<file path="src/rtl/dcache_arb.sv">
// dcache_arb: arbitrates two requesters onto a single dcache port and keeps
// exactly one transaction outstanding (IDLE -> REQ -> [RESP] -> IDLE).
// Build option: define DCACHE_ARB_RR_EN to break ties round-robin; without it
// requester 0 always beats requester 1.
// MAX_WAIT must be at least 1.

module dcache_arb #(
  parameter int unsigned MAX_WAIT = 255
) (
  input  logic        clk,
  input  logic        reset,
  input  logic [1:0]  req_valid,
  input  logic [1:0]  req_op,
  input  logic [63:0] req_addr,
  input  logic [7:0]  req_wstrb,
  input  logic [63:0] req_wdata,
  output logic [1:0]  req_ack,
  output logic [1:0]  rsp_valid,
  output logic [31:0] rsp_rdata,
  output logic        dc_valid,
  output logic        dc_op,
  output logic [31:0] dc_addr,
  output logic [3:0]  dc_wstrb,
  output logic [31:0] dc_wdata,
  input  logic        dc_ready,
  input  logic        dc_rvalid,
  input  logic [31:0] dc_rdata,
  output logic        dbg_timeout
);

  localparam int unsigned CW = (MAX_WAIT < 1) ? 1 : $clog2(MAX_WAIT + 1);
  localparam logic [CW-1:0] CNT_MAX  = CW'(MAX_WAIT);
  localparam logic [CW-1:0] CNT_LAST = CW'(MAX_WAIT - 1);

  typedef enum logic [1:0] {
    S_IDLE = 2'd0,
    S_REQ  = 2'd1,
    S_RESP = 2'd2
  } state_t;

  state_t        r_state;
  logic          r_dc_valid;
  logic [1:0]    r_req_ack;
  logic [1:0]    r_rsp_valid;
  logic [31:0]   r_rsp_rdata;
  logic          r_op;
  logic [31:0]   r_addr;
  logic [3:0]    r_wstrb;
  logic [31:0]   r_wdata;
  logic [CW-1:0] r_wait_cnt;
  logic          r_timeout;
  // Last requester granted; while a transaction is outstanding it is also its owner.
  logic          r_last_grant;

  logic          w_any_req;
  logic          w_winner;

  // Pick the requester that would be granted if the FSM were idle this cycle.
  // NOTE: every always_comb output is assigned on every path, so no latch is inferred.
  always_comb begin
    w_any_req = |req_valid;
`ifdef DCACHE_ARB_RR_EN
    if (req_valid == 2'b11) begin
      w_winner = ~r_last_grant;
    end else begin
      w_winner = ~req_valid[0];
    end
`else
    w_winner = ~req_valid[0];
`endif
  end

  // Transaction FSM with registered handshake outputs, payload latch and wait counter.
  // NOTE: all state here uses non-blocking assignments so every register sees
  // pre-edge values, independent of statement order.
  always_ff @(posedge clk or posedge reset) begin
    if (reset) begin
      r_state      <= S_IDLE;
      r_dc_valid   <= 1'b0;
      r_req_ack    <= 2'b00;
      r_rsp_valid  <= 2'b00;
      r_rsp_rdata  <= 32'h0;
      r_op         <= 1'b0;
      r_addr       <= 32'h0;
      r_wstrb      <= 4'h0;
      r_wdata      <= 32'h0;
      r_wait_cnt   <= '0;
      r_timeout    <= 1'b0;
      r_last_grant <= 1'b1;
    end else begin
      r_req_ack   <= 2'b00;
      r_rsp_valid <= 2'b00;

      // Count every cycle spent outstanding; saturate and latch the timeout flag.
      if (r_state != S_IDLE && r_wait_cnt != CNT_MAX) begin
        r_wait_cnt <= r_wait_cnt + CW'(1);
        if (r_wait_cnt == CNT_LAST) begin
          r_timeout <= 1'b1;
        end
      end

      case (r_state)
        S_IDLE: begin
          if (w_any_req) begin
            r_op         <= req_op[w_winner];
            r_addr       <= w_winner ? req_addr[63:32]  : req_addr[31:0];
            r_wstrb      <= w_winner ? req_wstrb[7:4]   : req_wstrb[3:0];
            r_wdata      <= w_winner ? req_wdata[63:32] : req_wdata[31:0];
            r_req_ack    <= {w_winner, ~w_winner};
            r_last_grant <= w_winner;
            r_wait_cnt   <= '0;
            r_dc_valid   <= 1'b1;
            r_state      <= S_REQ;
          end
        end

        S_REQ: begin
          if (dc_ready) begin
            r_dc_valid <= 1'b0;
            if (r_op || dc_rvalid) begin
              // Writes, and reads whose data returns with the accept, finish here.
              r_rsp_valid <= {r_last_grant, ~r_last_grant};
              if (!r_op) begin
                r_rsp_rdata <= dc_rdata;
              end
              r_state <= S_IDLE;
            end else begin
              r_state <= S_RESP;
            end
          end
        end

        S_RESP: begin
          if (dc_rvalid) begin
            r_rsp_valid <= {r_last_grant, ~r_last_grant};
            r_rsp_rdata <= dc_rdata;
            r_state     <= S_IDLE;
          end
        end

        default: begin
          r_dc_valid <= 1'b0;
          r_state    <= S_IDLE;
        end
      endcase
    end
  end

  assign req_ack     = r_req_ack;
  assign rsp_valid   = r_rsp_valid;
  assign rsp_rdata   = r_rsp_rdata;
  assign dc_valid    = r_dc_valid;
  assign dc_op       = r_op;
  assign dc_addr     = r_addr;
  assign dc_wstrb    = r_wstrb;
  assign dc_wdata    = r_wdata;
  assign dbg_timeout = r_timeout;

endmodule
</file>
<file path="config.mk">
export PLATFORM = sky130hd
export DESIGN_NAME = dcache_arb
export DESIGN_NICKNAME = d
export VERILOG_FILES = /design/src/rtl/dcache_arb.sv
export SDC_FILE = /design/constraint.sdc
export NUM_CORES = 1
export LEC_CHECK = 0
export ABC_AREA = 1
export ABC_CLOCK_PERIOD_IN_PS = 3800
export BUFFER_PORTS_ARGS = -buffer_cell sky130_fd_sc_hd__buf_4
export CAP_MARGIN = 10
export CORE_MARGIN = 3
export CORE_UTILIZATION = 33
export CTS_BUF_LIST = sky130_fd_sc_hd__clkbuf_16
export DETAILED_ROUTE_END_ITERATION = 8
export SLEW_MARGIN = 40
export SYNTH_ARGS = -nofsm -noshare
export SYNTH_HDL_FRONTEND = slang
export SYNTH_SLANG_ARGS = --single-unit
export TNS_END_PERCENT = 30
</file>
<file path="constraint.sdc">
create_clock -name clk -period 3.8 [get_ports clk]
set_input_delay 0.76 -clock clk [delete_from_list [all_inputs] [get_ports clk]]
set_output_delay 0.76 -clock clk [all_outputs]
set_load 0.005 [all_outputs]
</file>
==> reports/metrics.yaml <==
run_status:
  outcome: "finished clean"
setup_path:
  critPathSlowestCell: "nand2_2"
  crit_type: "reg2reg"
  crit_path_start_kind: "flip-flop"
  slowest_delay_ns: 0.45
  end_kind: "flip-flop"
  critical_path_arrival_ns: 2.37
  cp_cell_sequence: "inv_1 -> ha_1 -> inv_1 -> o21ai_1 -> nor2_2 -> buf_4 -> nand2_2 -> nand2_1 -> nand2_1"
  required_ns: 4.09
  crit_path_max_fanout: 33
  r2r_cells: 9
timing:
  fin_crit_sh_pct: 54.7
  fmax_mhz: 481
  rsz0062_at_grt: "no"
  hold_ws_ns: 0.469
  clock_skew_ns: 0.00496
  slew_headroom_pct: 52.7
  worst_pin_slew_ns: 0.710
  finalSetupViolations: 0
  layout_min_cycle_time_ns: 2.08
  maxSlewViolCount: 0
  report.final.hold_viol_count: 0
  finalSetupTns_ns: 0
floorplan:
  num_io_pins: 283
  die_h_um: 136
  fp.dieW_um: 136
  core_area_um2: 16600
  std_cell_rows: 47
  start_util_pct: 33.8
  dieArea_um2: 18600
layout:
  final_cell_mix: "buf_4 (285), nand2_1 (230), o21ai_0 (117), dfrtp_1 (117), inv_1 (88)"
  design_area_um2: 8420
  fin_util_pct: 50.8
  layout.nets: 1148
  drive_gt1_share_pct: 34.3
  diodes: 0
  mostFrequentLayoutCell: "buf_4"
  syn2layout_area_growth_pct: 50.0
cts:
  clk_latency_ns: 0.41
  clk_pin_slew_ns: 0.05
  cts_made_buffers: 17
  cts_sinks: 118
  cts_setup_buffers: 0
  cts_tree: "yes"
  clock_path_buffers: 2
  cts-resized-gates: 0
  htreeDepth: 4
  root_buffer: "clkbuf_16"
  cts_hold_buf: 0
routing:
  vias: 5285
  wire_per_inst_um: 13.5
  via_per_inst: 4.41
  drt_iter0_drc: 229
  antenna_left: 0
  drcViolationCount: 0
  wl_um: 16100
  first_pass_iters: 6
grt:
  gr-total-overflow: 0
  grt_pass1_wl_um: 25300
  grt_max_degree: 119
  grt_pass1_vias: 4982
  antenna_found_initial: 0
  grt_use_total_pct: 17.4
logic_synthesis:
  ys_async_sr_fraction_pct: 100
  ys_types: 27
  ys_seq_elements: 118
  ys_seq_area_share_pct: 52.7
  netlist_instances: 700
  synth_area_um2: 5610
  syn_nets: 881
  yosys_most_used_dff: "dfrtp_1"
  synth_edf_count: 0
  syn_avg_cell_area_um2: 8.01
  ys_warn_count: 0
place:
  port_buffers: 282
  dpl.hpwl_um: 11600
  place_area_um2: 7830
  finalWeightedCongestion: 0.746
worst_hold_path:
  min_path_cells: 2
  hold_path.class: "reg2reg"
pwr:
  ir_drop_uv: 363
  power.leakage_nw: 4.55
  total_power_w: 0.00648
  p_per_area_nw_per_um2: 769
run:
  maxCapViolations: 0
-- where the power goes --
part           internal, W  switching (W)  total (W)
Clock              0.00108       0.000554    0.00163
Combinational      0.00125        0.00139    0.00264
Sequential         0.00187       0.000337    0.00220
Total              0.00419        0.00228    0.00648
-- per-layer routing --
layer	share of wire (%)	vias to the layer above	GRT usage, %
met4	1.1	0	5.71
met5	0	-	0
met3	11	13	7.96
li1	-	2739	-
met2	46	224	26.8
met1	42	2309	21.7
-- cell type report --
cell class                      instances  area, um2
Tap cell                              220        275
Inverter                               89        340
Multi-Input combinational cell        454       2080
Clock inverter                         13        166
Clock buffer                           17        425
Sequential cell                       118       2950
Fill cell                            1618       8170
Timing Repair Buffer                  287       2180
-- registers in the layout (all words and copies together) (netlist names) --
| signal | cells |
|---|---|
| dc_addr | 32 |
| dc_wdata | 32 |
| rsp_rdata | 32 |
| r_wait_cnt | 8 |
| dc_wstrb | 4 |
| r_state | 2 |
| req_ack | 2 |
| rsp_valid | 2 |
| dbg_timeout | 1 |
| dc_op | 1 |
| dc_valid | 1 |
| r_last_grant | 1 |
-- synthesized netlist by cell type, drive strengths merged (2+ instances only) --
| master | n | area [um2] |
|---|---|---|
| a21oi | 4 | 23.8 |
| o211ai | 2 | 20.0 |
| o21ai | 143 | 742 |
| inv | 89 | 334 |
| clkbuf | 15 | 58.8 |
| nand3 | 36 | 180 |
| ha | 5 | 62.6 |
| nor2 | 20 | 80.1 |
| xor2 | 2 | 17.5 |
| nand4 | 4 | 25.0 |
| nand2 | 235 | 902 |
| dfrtp | 117 | 2930 |
| buf | 24 | 189 |
-- path summary, 6_finish.rpt --
check | start | to | slack, ns
worst max-delay path | r_state[0] | rsp_rdata[13] | 1.72
worst min-delay path | rsp_rdata[17] | rsp_rdata[17] | 0.47
worst max register to register | r_state[0] | rsp_rdata[13] | 1.72
worst min register to register | rsp_rdata[17] | rsp_rdata[17] | 0.47
max in group asynchronous | reset | rsp_rdata[21] | 2.71
min in group asynchronous | reset | rsp_rdata[14] | 0.51
-- cells by family (layout without fill, tap and decap cells) --
logic type | count (synthesis) | in the layout | synth area share (%)
xor+xnor | 2 | 2 | 0.312
simple gates | 297 | 297 | 21.4
fa+ha+maj | 5 | 5 | 1.12
flops | 118 | 118 | 52.7
compound gates | 150 | 150 | 14.1
buf+inv | 128 | 406 | 10.4
-- worst max-delay path, delay by kind of cell (launching register included) --
family          cells  cell delay [ns]
fa+ha+maj           1             0.21
compound gates      1             0.08
buf+inv             3             0.49
simple gates        4             0.79
flops               1             0.37
-- metrics by stage --
| step | worst slack (ns) | cells |
|---|---|---|
| floorplan | 1.60 | 700 |
| detailed placement | 1.30 | 1168 |
| global route | 1.49 | 1198 |
| finish | 1.72 | 1198 |
| global placement | 1.31 | 1168 |
| CTS | 1.71 | 1198 |
Power figures use the tool's default switching activity.
